<file path="src/rtl/vend_dispenser.sv">
// Dispense stage behind the vending FSM: queues vend pulses, runs the motor for a
// fixed time, confirms delivery on the drop sensor and latches a fault on timeout.
module vend_dispenser #(
  parameter int MOTOR_CYCLES   = 8,
  parameter int TIMEOUT_CYCLES = 64,
  parameter int PEND_W         = 2
) (
  input  logic              clk,
  input  logic              reset,
  input  logic              io_valid,
  input  logic              io_drop,
  input  logic              io_clear_fault,
  output logic              io_motor,
  output logic              io_busy,
  output logic              io_dispensed,
  output logic              io_fault,
  output logic              io_overflow,
  output logic [PEND_W-1:0] io_pending
);

  // state     | meaning
  // IDLE      | motor off; starts a vend when the queue is non-empty
  // RUN       | motor on for MOTOR_CYCLES cycles; remembers any drop seen
  // WAIT_DROP | motor off; waits up to TIMEOUT_CYCLES for the drop sensor
  // FAULT     | drop never arrived; held until io_clear_fault
  typedef enum logic [1:0] {IDLE, RUN, WAIT_DROP, FAULT} state_t;

  localparam logic [7:0]        M_LOAD = 8'(MOTOR_CYCLES - 1);
  localparam logic [7:0]        T_LOAD = 8'(TIMEOUT_CYCLES - 1);
  localparam logic [PEND_W-1:0] P_MAX  = '1;

  state_t            state, state_nxt;
  logic [7:0]        mcnt, mcnt_nxt;
  logic [7:0]        tcnt, tcnt_nxt;
  logic              drop_seen, drop_seen_nxt;
  logic              disp_q, disp_nxt;
  logic              ovf_q, ovf_nxt;
  logic [PEND_W-1:0] pending, pending_nxt;
  logic              deq;

  always_ff @(posedge clk or negedge reset) begin
    if (!reset) begin
      state     <= IDLE;
      mcnt      <= '0;
      tcnt      <= '0;
      drop_seen <= 1'b0;
      disp_q    <= 1'b0;
      ovf_q     <= 1'b0;
      pending   <= '0;
    end else begin
      state     <= state_nxt;
      mcnt      <= mcnt_nxt;
      tcnt      <= tcnt_nxt;
      drop_seen <= drop_seen_nxt;
      disp_q    <= disp_nxt;
      ovf_q     <= ovf_nxt;
      pending   <= pending_nxt;
    end
  end

  always_comb begin
    deq           = (state == IDLE) && (pending != '0);
    pending_nxt   = pending;
    ovf_nxt       = 1'b0;
    state_nxt     = state;
    mcnt_nxt      = mcnt;
    tcnt_nxt      = tcnt;
    drop_seen_nxt = drop_seen;
    disp_nxt      = 1'b0;

    // simultaneous enqueue and dequeue cancel out
    if (io_valid && !deq) begin
      if (pending == P_MAX) ovf_nxt = 1'b1;
      else                  pending_nxt = pending + 1'b1;
    end else if (!io_valid && deq) begin
      pending_nxt = pending - 1'b1;
    end

    case (state)
      IDLE: begin
        if (deq) begin
          state_nxt     = RUN;
          mcnt_nxt      = M_LOAD;
          drop_seen_nxt = 1'b0;
        end
      end
      RUN: begin
        if (io_drop) drop_seen_nxt = 1'b1;
        if (mcnt == 8'd0) begin
          if (drop_seen || io_drop) begin
            state_nxt = IDLE;
            disp_nxt  = 1'b1;
          end else begin
            state_nxt = WAIT_DROP;
            tcnt_nxt  = T_LOAD;
          end
        end else begin
          mcnt_nxt = mcnt - 8'd1;
        end
      end
      WAIT_DROP: begin
        // a drop on the last timeout cycle still counts as delivered
        if (io_drop) begin
          state_nxt = IDLE;
          disp_nxt  = 1'b1;
        end else if (tcnt == 8'd0) begin
          state_nxt = FAULT;
        end else begin
          tcnt_nxt = tcnt - 8'd1;
        end
      end
      FAULT: begin
        if (io_clear_fault) state_nxt = IDLE;
      end
      default: state_nxt = IDLE;
    endcase
  end

  assign io_motor     = (state == RUN);
  assign io_busy      = (state != IDLE);
  assign io_fault     = (state == FAULT);
  assign io_dispensed = disp_q;
  assign io_overflow  = ovf_q;
  assign io_pending   = pending;

endmodule

</file>
<file path="config.mk">
export PLATFORM = sky130hd
export DESIGN_NAME = vend_dispenser
export DESIGN_NICKNAME = d
export VERILOG_FILES = /design/src/rtl/vend_dispenser.sv
export SDC_FILE = /design/constraint.sdc
export NUM_CORES = 1
export LEC_CHECK = 0
export ABC_AREA = 1
export ABC_CLOCK_PERIOD_IN_PS = 1800
export BUFFER_PORTS_ARGS = -buffer_cell sky130_fd_sc_hd__buf_4
export CORE_MARGIN = 10
export CORE_UTILIZATION = 59
export DETAILED_ROUTE_END_ITERATION = 8
export PLACE_DENSITY = 0.77
export SYNTH_ARGS = -nofsm -noshare
export SYNTH_HDL_FRONTEND = slang
export SYNTH_SLANG_ARGS = --single-unit
</file>
<file path="constraint.sdc">
create_clock -name clk -period 1.8 [get_ports clk]
set_clock_uncertainty 0.1 [all_clocks]
set_input_delay 0.36 -clock clk [delete_from_list [all_inputs] [get_ports clk]]
set_output_delay 0.36 -clock clk [all_outputs]
set_load 0.01 [all_outputs]
</file>
==> results.md, run 1 <==
Finish:
- The final core utilization is 69.3%.
- Once layout is complete, the cells apart from fillers number 256.
- Of the cells placed in the final design, the portion with a size suffix greater than 1 is 24.3%.
- Summing all non-filler instances in the final layout gives an area of 1750 um2.
- The signed area change from the synthesized netlist to the final layout is 9.65%.
- The top cell types in the final layout, fill and taps aside, are 63 x nand2_1, 24 x nor2_1, 22 x dfrtp_1.
- The number of inserted diodes is 0.
- Leaving out fill and tap cells, the most frequent cell in the layout is nand2_1.
- The number of nets in the final layout is 241.

Synth:
- Of all flip-flops after synthesis, the portion carrying an async set or reset was 100%.
- After synthesis, the share of cell area in mux cells is 0%.
- The number of nets handed over by synthesis was 226.
- The count of cell types in the netlist is 28.
- Sequential elements use 36.1% of the synthesized area.
- The cell count after synthesis is 212.
- The synthesized netlist devotes 8.95% of its cell area to compound gates.
- The cell area after synthesis is 1590 um2.
- The area share of xor/xnor cells in the synthesized design is 1.65%.
- Synthesis inferred 23 register bits.
- In this run the mean area of a mapped cell was 7.52 um2.
- The fraction of the mapped netlist area in adder cells is 7.06%.
- Yosys mapped a number of flops with a built-in enable equal to 0.
- Among all flip-flop cells after synthesis, the most frequent one is dfrtp_1.
- After Yosys synthesis, and, or, nand and nor cells account for 35.9% of the synthesized area.
- For this run, the number of Yosys warnings is 0.
- The dominant combinational cell family by area after synthesis is simple AND/OR/NAND/NOR gates.

Global routing:
- The number of antenna violations at the first check in global routing is 0.
- The via count of the first global-routing pass is 1280.
- Global routing used 12.9% of the available tracks across all layers.
- The pin count of the biggest net entering global routing is 24.
- Global routing finished with a remaining overflow of 0.
- The first global-routing pass estimated 5600 um of wire.

Clock network:
- The cell sitting at the root of the clock tree is a clkbuf_4.
- Clock tree synthesis found a total of 23 sinks.
- Counting along the longest clock path gives a buffer depth of 2.
- The clock-pin slew on the worst setup and hold paths is 140 ps.
- The number of clock buffers added by TritonCTS is 3.
- In this run the number of H-tree levels came out at 1.
- The later-pin clock latency in the skew report is 320 ps.
- TritonCTS built the clock tree.
- After clock tree synthesis, the setup repair step added 0 buffers.

Hold path:
- The worst hold-check path type is in -> reg.
- The cell depth of the worst min-delay path is 2.

Worst setup path:
- STA classifies the critical path startpoint as a flip-flop.
- The endpoint required time on the critical path is 1340 ps.
- The kind of critical path is reg -> out.
- Data on the critical path arrives at its endpoint at 1280 ps.
- Along the worst path, the maximum fanout reaches 4.
- The depth of the worst register-to-register path is 10.
- The endpoint class of the critical path is an output pin.

Route:
- The met2 wirelength from detailed routing is 1710 um.
- The first routing iteration left 84 violations.
- The wire length per cell after detailed routing is 12.4 um.
- For this run, design rule violations remaining after detail routing come to 0.
- After detailed routing, no signal wire sits above met4.
- The met3 wire length is 92 um.
- The remaining number of nets flagged by the antenna check after routing is 0.
- Wires add up to 3170 um.
- The detailed router put a total of 1350 um of wire on met1.
- The length of the first detailed-routing pass in iterations is 4.
- In the routed layout, each cell is associated on average with a via count of 5.11.
- The via count is 1307.

Placement:
- The count of port buffers added during placement is 11.
- The final weighted congestion of routability-driven global placement is 0.908.
- The standard cell area after detailed placement is 1680 um2.
- Summed over all nets, the half-perimeter wirelength after detailed placement is 2470 um.
- Timing analysis after detailed placement gives a worst setup slack of 70.2 ps.
- The number of placed cells counting well taps is 251.

Power:
- The worst-case IR drop observed on VDD is 1450 uV.
- The total power is 3.47 mW.
- For this design the static power due to leakage is 0.906 nW.
- For this design the ratio of total power to cell area is 1990 nW/um2.

Floorplan:
- The die is 72.0 um wide.
- The die covers 5180 um2.
- The area of the core region is 2520 um2.
- The initialized floorplan defines 18 standard-cell rows.
- 12 I/O pins were placed.
- From bottom edge to top edge, the die measures 72.0 um.
- The initial utilization of the core area, before any placement, comes to 63.2%.

STA:
- The final hold violation count is 0.
- The normalized max-slew margin is 80.8%.
- Adding up every negative setup slack in the final design gives 0 ps.
- The final critical path takes up 96.8% of the cycle.
- The number of failing setup endpoints in the final timing report is 0.
- The highest achievable clock rate is 0.574 GHz.
- The clock period could shrink to 1740 ps.
- For the pin with the worst max-slew slack, the measured transition is 289 ps.
- The count of final max-slew check failures is 0.
- The worst hold-check slack is 129 ps.
- In the post-route analysis, the smallest setup slack over all paths is 57.8 ps.

Outcome:
- The run finished with clean final reports.

Flow run:
- The tool flagged a number of max-cap violations equal to 0.
-- worst max-delay path, stage by stage (launching register included) --
cell     delay, ps
dfrtp_2        480
inv_2          110
ha_4           160
inv_1           70
buf_4          140
-- cell type report --
cell class	count	area, um2
Sequential cell	23	577
Fill cell	213	774
Clock buffer	3	22.5
Multi-Input combinational cell	155	881
Clock inverter	1	5.00
Timing Repair Buffer	14	108
Inverter	30	118
Tap cell	30	37.5
-- final timing paths --
path	slack, ps	to	start
setup / recovery	60	io_busy	state[0]
hold / removal	130	io_pending[0]	io_valid
setup reg to reg	140	mcnt[3]	state[1]
hold reg to reg	420	tcnt[1]	tcnt[1]
max in group asynchronous	980	state[0]	reset
min in group asynchronous	380	tcnt[6]	reset
-- repair_timing --
| action | CTS | global route |
|---|---|---|
| setup endpoints to repair | 2 | 15 |
| gates resized for setup | 3 | 5 |
| hold buffers | 1 | 0 |
| pin swaps | 0 | 0 |
| cloned | 0 | 0 |
| endpoints found under the hold margin | 23 | 0 |
-- cell usage after synthesis, types with 2 or more instances --
cell type	number	area (um2)
a21oi_1	2	10.0
buf_6	2	22.5
dfrtp_1	23	576
ha_1	9	113
inv_1	22	82.6
inv_2	6	22.5
inv_4	2	12.5
nand2_1	63	236
nand2_2	5	31.3
nand2_4	5	56.3
nand3_1	13	65.1
nand4_1	3	18.8
nor2_1	24	90.1
nor2_2	5	31.3
o21a_1	2	15.0
o21ai_0	6	30.0
o21ai_2	7	61.3
xor2_1	3	26.3
-- cells by family after synthesis --
family	Yosys count
AOI/OAI and AO/OA	21
xor gates and xnor gates	3
adders and majority gates	9
buffers and inverters	34
DFF	23
and+or+nand+nor	122
-- state kept, by name, indices dropped and copies added, names as in the netlist --
name and count:
io_overflow 1, io_pending 2, io_dispensed 1, mcnt 8
state 2, drop_seen 1, tcnt 8
-- report_power, final --
group          total [mW]  switching [mW]  internal [mW]
logic                2.29            1.43          0.863
clock network       0.244           0.161         0.0830
registers           0.941           0.202          0.738
-- per-layer routing --
metal  global-route usage, %  vias up
li1                        -      680
met3                    2.59        2
met2                    23.7       23
met4                    4.52        0
met1                    14.1      602
met5                       0        -
(Power assumes the default switching activity.)
==> run 2, diff against run 1 <==
GPL_TIMING_DRIVEN = 0   (was unset)
==> run 2 against run 1 <==
Against the previous run:
- critical path depth did not move
- count of clock-buffer cells in the layout did not move
- non-clock buffer count rose by 4
- worst setup slack got worse by 16 ps
- final area rose by 1.5%
- global-route usage fell by 0.32 points
- first-iteration DRC count fell by 14%
- via count rose by 1.8%
- register-to-register slack got worse by 60 ps
- critical endpoint unchanged
- largest power group unchanged
==> results.md, run 2 (synthesis results as in run 1) <==
Outcome:
- The flow ran to the end, and the final reports show no timing, DRC or antenna violations.

STA:
- The transition time at the pin with the least slew margin is 298 ps (+9.75 ps).
- The highest achievable clock rate was 0.569 GHz (-0.90%).
- The post-route clock period utilization is 97.7% (+0.88 points).
- The normalized max-slew margin is 80.1% (-0.65 points).
- The final hold violation count is 0 (unchanged).
- The number of failing setup endpoints in the final timing report was 0 (unchanged).
- The shortest period the worst path allows is 1760 ps (+15.8 ps).
- Setup repair after global routing could not meet its margin everywhere.
- The count of final max-slew check failures was 0 (unchanged).
- The worst path setup slack after routing is 42.1 ps (-15.8 ps).

Floorplan:
- The I/O pin count is 12 (unchanged).
- The y dimension of the die is 72.0 um (unchanged).
- The area enclosed by the die boundary is 5180 um2 (unchanged).
- The initial standard-cell utilization of the core is 63.2% (unchanged).
- The die width is 72.0 um (unchanged).
- The standard-cell row count is 18 (unchanged).
- The area of the core region was 2520 um2 (unchanged).

Hold path:
- The cell depth of the worst min-delay path is 2 (unchanged).
- The startpoint of the tightest hold check path is io_valid.
- The worst hold-check path type is in -> reg.
- For hold timing, the worst endpoint is io_pending[0].

Worst setup path:
- The kind of critical path is reg -> out.
- The depth of the worst register-to-register path is 10 (unchanged).
- The endpoint class of the critical path is an output pin.
- The reg-to-reg setup timing slack came to 80 ps (-60 ps).
- The arrival time reported for the critical path endpoint is 1300 ps (+20 ps).
- The endpoint required time on the critical path is 1340 ps (about the same).
- The launch point of the worst reg-to-reg path is state[1].
- The kind of start point of the critical path is a flip-flop.
- The highest net fanout along the worst path is 4 (unchanged).
- The worst register-to-register path ends at tcnt[3].

Placement:
- The count of port buffers added during placement is 11 (unchanged).
- The standard cell area after detailed placement came to 1710 um2 (+1.9%).
- The final weighted congestion of routability-driven global placement came to 0.856 (-5.7%).
- The half-perimeter wire length of the detailed placement result was 2300 um (-6.5%).
- The minimum setup slack after placement was 86.7 ps (+16.5 ps).
- The number of placed cells counting well taps is 253 (+0.80%).

Route:
- The routed via count divided by cell count came to 5.12 (+0.19%).
- The post-detailed-routing wire length is 3030 um (-4.2%).
- The wire length per cell after detailed routing is 11.7 um (-5.7%).
- The length of the first detailed-routing pass in iterations is 4 (unchanged).
- The violation count after the first detailed-route iteration is 72 (-14%).
- The via count is 1330 (+1.8%).
- The count of unresolved DRC violations after routing is 0 (unchanged).
- The remaining number of nets flagged by the antenna check after routing is 0 (unchanged).

Global routing:
- The wire length of the first global-routing pass came to 5410 um (-3.3%).
- The combined global-route utilization of all metal layers is 12.5% (-0.32 points).
- The number of antenna violations at the first check in global routing is 0 (unchanged).
- The total global routing overflow is 0 (unchanged).
- The pin count of the biggest net entering global routing is 24 (unchanged).
- The via count of the first global-routing pass is 1267 (-1.0%).

Power:
- The static leakage is 0.934 nW (+3.1%).
- The peak supply drop is 1410 uV (-2.9%).
- The power per cell area is 2020 nW/um2 (+1.5%).

Finish:
- The number of inserted diodes is 0 (unchanged).
- From synthesis to final layout, the design area changed by 11.3%.
- The most common library cell in the layout ignoring fill and taps is nand2_1.
- The fill cell instance count of the final layout is 202 (-5.2%).
- The number of nets in the final layout is 245 (+1.7%).
- The largest registers in the layout are mcnt: 8 flops, tcnt: 8 flops.
- Leaving out fill and tap cells, the most frequent cells in the layout are 63 x nand2_1, 23 x nor2_1, 23 x dfrtp_1.
- The ratio of cells with drive above 1 in the final layout is 24.8% (+0.45 points).
- The final cell area excluding filler cells came to 1770 um2 (+1.5%).
- The number of standard cells in the final layout excluding fillers is 260 (+1.6%).

Clock network:
- The root buffer cell is clkbuf_4.
- The number of buffers on the longest clock path came to 2 (unchanged).
- The TritonCTS clock tree is done.
- The number of buffers created by CTS is 3 (unchanged).
- The clock-pin slew on the worst setup and hold paths was 130 ps (about the same).
- The later-pin clock latency in the skew report was 320 ps (about the same).
- The number of clock sinks is 23 (unchanged).
- The number of levels the H-tree was split into is 1 (unchanged).

Flow run:
- The count of max-cap constraint violations is 0 (unchanged).
-- run 2: worst max path at each step --
stage             start       to  slack, ps
2_1_floorplan  state[1]  mcnt[0]        150
3_3_place_gp   state[0]  tcnt[3]        100
3_5_place_dp   state[0]  tcnt[3]         90
4_1_cts        state[0]  io_busy         10
5_1_grt        state[0]  io_busy        -20
6_report       state[0]  io_busy         40
-- run 2: layer usage --
layer	global-route usage (%)	share of wire [%]	vias to the layer above
li1	-	-	693
met1	13.6	44	614
met2	23.1	52	18
met3	3.40	2.8	5
met4	3.66	1.1	0
met5	0	0	-
-- run 2: critical path, cell delays in order, from the launching register on --
cell,delay [ps]
dfrtp_1,430
inv_1,110
ha_2,220
inv_1,70
buf_4,140
-- run 2: area by class of cell --
cell class,count,area [um2],area share [%]
Clock inverter,1,5.00,0.282
Timing Repair Buffer,14,108,6.06
Multi-Input combinational cell,155,858,48.4
Clock buffer,3,22.5,1.27
Sequential cell,23,576,32.4
Buffer,4,47.5,2.68
Inverter,30,120,6.77
Tap cell,30,37.5,2.12
-- run 2: what timing repair did --
item | CTS | global route
gates resized for setup | 1 | 4
pin swaps | 0 | 1
hold endpoints to repair | 23 | 0
setup endpoints to repair | 1 | 15
hold buffers | 1 | 0
buffers inserted | 0 | 2
-- run 2: metrics by stage --
step	TNS [ps]	utilization (%)	hold slack [ps]	total power, mW
after floorplan	0	-	-35.6	2.81
after global placement	0	68.0	167	3.19
after detailed placement	0	68.0	174	3.29
after CTS	0	69.5	120	3.54
after global routing	-42.7	70.3	130	3.97
final	0	70.3	131	3.58
-- run 2: power by group --
part           leakage, nW  switching (mW)  total [mW]  internal [mW]
combinational        0.628            1.44        2.41          0.975
clock               0.0177           0.158       0.241         0.0832
sequential           0.288           0.191       0.927          0.736
